[config.mk]
export PLATFORM = sky130hd
export DESIGN_NAME = data_mem_port
export DESIGN_NICKNAME = d
export VERILOG_FILES = /design/src/rtl/data_mem_port.sv
export SDC_FILE = /design/constraint.sdc
export NUM_CORES = 1
export LEC_CHECK = 0
export ABC_AREA = 0
export CAP_MARGIN = 20
export CORE_MARGIN = 8
export CORE_UTILIZATION = 43
export CTS_CLUSTER_DIAMETER = 40
export DETAILED_ROUTE_END_ITERATION = 12
export PLACE_DENSITY_LB_ADDON = 0.08
export SLEW_MARGIN = 25
export SYNTH_ARGS = -nofsm -noshare
export SYNTH_HDL_FRONTEND = slang
export SYNTH_SLANG_ARGS = --single-unit
[constraint.sdc]
create_clock -name clk -period 2.3 [get_ports clk]
set_clock_uncertainty 0.1 [all_clocks]
set_input_delay 0.69 -clock clk [delete_from_list [all_inputs] [get_ports clk]]
set_output_delay 0.69 -clock clk [all_outputs]
set_load 0.03 [all_outputs]
[src/rtl/data_mem_port.sv]
// Load/store port between the pipeline and data memory: one request per op,
// a req/ack handshake with timeout, and load results returned via the register-file write port.
module data_mem_port #(
  parameter int DATA_W  = 16,
  parameter int ADDR_W  = 16,
  parameter int TIMEOUT = 15
) (
  input  logic              clk,
  input  logic              rst_n,
  input  logic              start,
  input  logic              is_store,
  input  logic [3:0]        dest_reg,
  input  logic [ADDR_W-1:0] address,
  input  logic [DATA_W-1:0] store_data,
  output logic              busy,
  output logic              done,
  output logic              error,
  output logic              mem_req,
  output logic              mem_we,
  output logic [ADDR_W-1:0] mem_addr,
  output logic [DATA_W-1:0] mem_wdata,
  input  logic              mem_ack,
  input  logic [DATA_W-1:0] mem_rdata,
  output logic              wb_write,
  output logic [3:0]        wb_reg,
  output logic [DATA_W-1:0] wb_data,
  output logic [1:0]        dbg_state
);

  localparam logic [7:0] TIMEOUT_CNT = 8'(TIMEOUT);

  typedef enum logic [1:0] {
    S_IDLE = 2'd0,
    S_REQ  = 2'd1,
    S_FIN  = 2'd2
  } state_t;

  state_t     state;
  state_t     state_nxt;
  logic [7:0] wait_cnt;
  logic       store_q;
  logic [3:0] dest_q;
  logic       accept;
  logic       ack_hit;
  logic       timeout_hit;

  // Handshake: mem_req is the valid and mem_ack the ready; a transfer occurs on an edge
  // where both are 1. mem_req, mem_we, mem_addr and mem_wdata stay stable until then or timeout.
  assign accept      = (state == S_IDLE) && start;
  assign ack_hit     = (state == S_REQ) && mem_ack;
  assign timeout_hit = (state == S_REQ) && !mem_ack && ((wait_cnt + 8'd1) == TIMEOUT_CNT);

  assign dbg_state = state;

  always_ff @(posedge clk or negedge rst_n) begin
    if (!rst_n) begin
      state <= S_IDLE;
    end else begin
      state <= state_nxt;
    end
  end

  always_comb begin
    state_nxt = state;
    case (state)
      S_IDLE:  if (start) state_nxt = S_REQ;
      S_REQ:   if (ack_hit || timeout_hit) state_nxt = S_FIN;
      S_FIN:   state_nxt = S_IDLE;
      default: state_nxt = S_IDLE;
    endcase
  end

  // Decoded from state so an asynchronous reset drops mem_req and busy at once.
  always_comb begin
    busy     = 1'b0;
    done     = 1'b0;
    mem_req  = 1'b0;
    mem_we   = 1'b0;
    wb_write = 1'b0;
    case (state)
      S_REQ: begin
        busy    = 1'b1;
        mem_req = 1'b1;
        mem_we  = store_q;
      end
      S_FIN: begin
        busy     = 1'b1;
        done     = 1'b1;
        wb_write = !store_q && !error;
      end
      default: ;
    endcase
  end

  always_ff @(posedge clk or negedge rst_n) begin
    if (!rst_n) begin
      store_q   <= 1'b0;
      dest_q    <= 4'd0;
      mem_addr  <= '0;
      mem_wdata <= '0;
      wait_cnt  <= 8'd0;
      error     <= 1'b0;
      wb_reg    <= 4'd0;
      wb_data   <= '0;
    end else if (accept) begin
      store_q   <= is_store;
      dest_q    <= dest_reg;
      mem_addr  <= address;
      mem_wdata <= store_data;
      wait_cnt  <= 8'd0;
      error     <= 1'b0;
    end else if (state == S_REQ) begin
      if (wait_cnt != 8'hFF) wait_cnt <= wait_cnt + 8'd1;
      if (timeout_hit) error <= 1'b1;
      // The ack wins over a coinciding timeout, so capture is keyed on ack alone.
      if (ack_hit && !store_q) begin
        wb_reg  <= dest_q;
        wb_data <= mem_rdata;
      end
    end
  end

endmodule

==> results.cfg <==
[timing]
tns_ns = 0
max_slew_margin_pct = 75.8
finalSetupViolations = 0
fin_crit_sh_pct = 96.9
maxSlewViolCount = 0
hold_viol_final = 0
worstMarginPinSlew_ns = 0.363
timing.fmax_mhz = 449
min_period_ns = 2.23
hold-worst-slack_ns = 0.247
rsz0062_at_grt = false

[logic_synthesis]
ys_types = 38
ys_ff_latch = 68
ys.flop_type = dfrtp_1
ys_warn_count = 0
synth_seq_area_share_pct = 58.6
synth_cells = 280
synth_fp_nets = 343
synthArstFlopShare_pct = 100
syn_area_per_cell_um2 = 10.4
synth-edff-count = 0
synth_area_um2 = 2900

[floorplan]
dieArea_um2 = 9640
die_w_um = 98.2
num_rows = 30
ios = 117
start_util_pct = 43.5
core_um2 = 6680
fp.dieH_um = 98.2

[critical_path]
crit_arrival_ns = 1.44
end_kind = output port
crit_path_top_delay_cell = dfrtp_1
worstSetupPathType = reg -> out
critPathMaxFanout = 5
cp-start-kind = register
slowest_delay_ns = 0.38
crit_chain = inv_1 > buf_4 > ha_2 > and2_1 > buf_12
critPathRequiredTime_ns = 1.51

[cts]
clk_latency_ns = 0.34
clk_pin_slew_ns = 0.07
ctsRootBufferMaster = clkbuf_8
post_cts_buffers = 0
cts.path.max_buffers = 2
cts-buffers-inserted = 9
clock-sinks = 68
cts_htree_levels = 3
cts_tree = built

[global_routing]
antenna_found_initial = 0
grt_pass1_vias = 2436
grt_pass1_wl_um = 12300
grt_remaining_overflow = 0
track_usage_pct = 15.9
grt_max_degree = 69

[outcome]
status = finished, final reports clean

[job]
cap_violations = 0

[final_layout]
reg_top3 = mem_addr x16, mem_wdata x16, wb_data x16
multiInputGateArea_um2 = 1140
drive_gt1_share_pct = 14.4
fin_util_pct = 66.0
fin_nets = 469
fin_cells = 491
syn_to_final_growth_pct = 51.8
nFillCells = 534
num_antenna_cells = 0
regArea_um2 = 1700

[detailed_routing]
drc = 0
wl_per_cell_um = 14.9
drt_pass1_iterations = 4
dr_wl_met2_um = 3230
m1WireLength_um = 3250
dr_wl_met3_um = 752
ant_nets = 0
detail_route.wirelength_um = 7330
top_layer = met4
drtIter0Drc = 83
viasPerCell = 4.74
vias = 2329

[power_and_ir_drop]
total_power_mw = 6.15
p_leak_nw = 2.10
cellPowerDensity_nw_per_um2 = 1390
ir_worst_vdd_mv = 0.749

[placement]
dp_hpwl_um = 5450
dp_cells = 475
portBuffers = 116
gp_congestion = 0.783

[worst_hold_path]
hp-class = in -> async
cells by family after synthesis:
kind of cell               after synthesis  share of synthesized area (%)
DFF                                     68                           58.6
muxes                                   20                           7.76
AOI/OAI and AO/OA                       15                           4.83
buffers and inverters                   18                           2.50
adders and majority gates                6                           2.59
and+or+nand+nor                        145                           21.3
xor gates and xnor gates                 8                           2.41
worst paths after layout:
| kind | startpoint | to | slack [ns] | cells past startpoint |
|---|---|---|---|---|
| min in group clk | mem_wdata[10] | mem_wdata[10] | 0.37 | 2 |
| max in group asynchronous | rst_n | mem_wdata[15] | 1.55 | 2 |
| max reg2reg | dbg_state[1] | wait_cnt[7] | 0.44 | 8 |
| max | dbg_state[1] | mem_we | 0.07 | 5 |
| min reg2reg | mem_wdata[10] | mem_wdata[10] | 0.37 | 2 |
| min | rst_n | wb_data[11] | 0.25 | 2 |
routing by layer:
metal,up-vias,GRT usage [%]
li1,1161,-
met1,1069,19.6
met2,89,23.4
met3,10,7.33
met4,0,6.49
met5,-,0
report_power, final:
group | switching, mW | internal, mW
Sequential | 0.284 | 1.72
Combinational | 1.88 | 1.43
Clock | 0.442 | 0.386
Total | 2.61 | 3.54
repair_timing:
item                                    CTS  global route
endpoints found under the setup margin    2             3
hold buffers                              0             0
resized for setup                         2             3
cells in the mapped netlist, drive strengths merged (2+ instances only):
cell type / n / share of area, %
o31ai: 3 / 0.95
mux2: 20 / 7.8
xnor2: 4 / 1.2
a21oi: 2 / 0.34
and3: 3 / 0.73
dfrtp: 68 / 59
xor2: 4 / 1.2
nand2: 115 / 15
nor2: 8 / 1.0
o211ai: 2 / 0.52
inv: 6 / 0.78
buf: 8 / 1.2
o21ai: 3 / 0.65
nand3: 3 / 0.95
nor2b: 2 / 0.43
and2: 3 / 0.65
clkbuf: 4 / 0.52
ha: 6 / 2.6
nand4: 3 / 0.65
worst max-delay path: cells and delay by family, from the launching register on:
family,cells,cell delay [ns]
flip-flops,1,0.38
buffers and inverters,3,0.33
adder cells (fa/ha/maj),1,0.21
AND/OR/NAND/NOR,1,0.18
layout make-up:
class                   instances  area share (%)
clock buffers                  11            2.98
clock inverters                 5           0.653
inverters                       6           0.511
multi-input cells             194            25.8
flip-flops and latches         68            38.6
well taps                      80            2.27
repair buffers                127            29.2
stage by stage:
step,setup WS (ns),cell area (um^2)
2_1_floorplan,0.0186,2910
3_3_place_gp,0.156,4240
3_5_place_dp,0.155,4240
4_1_cts,0.0111,4400
5_1_grt,0.00132,4410
6_report,0.0719,4410
layout by cell type, fill, tap and decap left out, types with 2 or more instances in the layout:
cell,Yosys,layout
o31ai_1,2,2
and2_1,3,3
xor2_1,4,4
inv_1,6,6
clkinv_2,0,4
o211ai_1,2,2
nor2_1,8,8
clkbuf_8,0,9
nand4_1,3,3
nand2_1,115,115
and3_2,2,2
clkbuf_1,4,2
mux2_2,20,20
buf_4,0,10
buf_12,0,4
dfrtp_1,68,68
dlygate4sd2_1,0,2
xnor2_1,4,4
ha_1,6,5
dlymetal6s2s_1,0,3
clkdlybuf4s50_1,0,107
nand3_1,2,2
nor2b_1,2,2
a21oi_1,2,2
(Power assumes the default switching activity.)
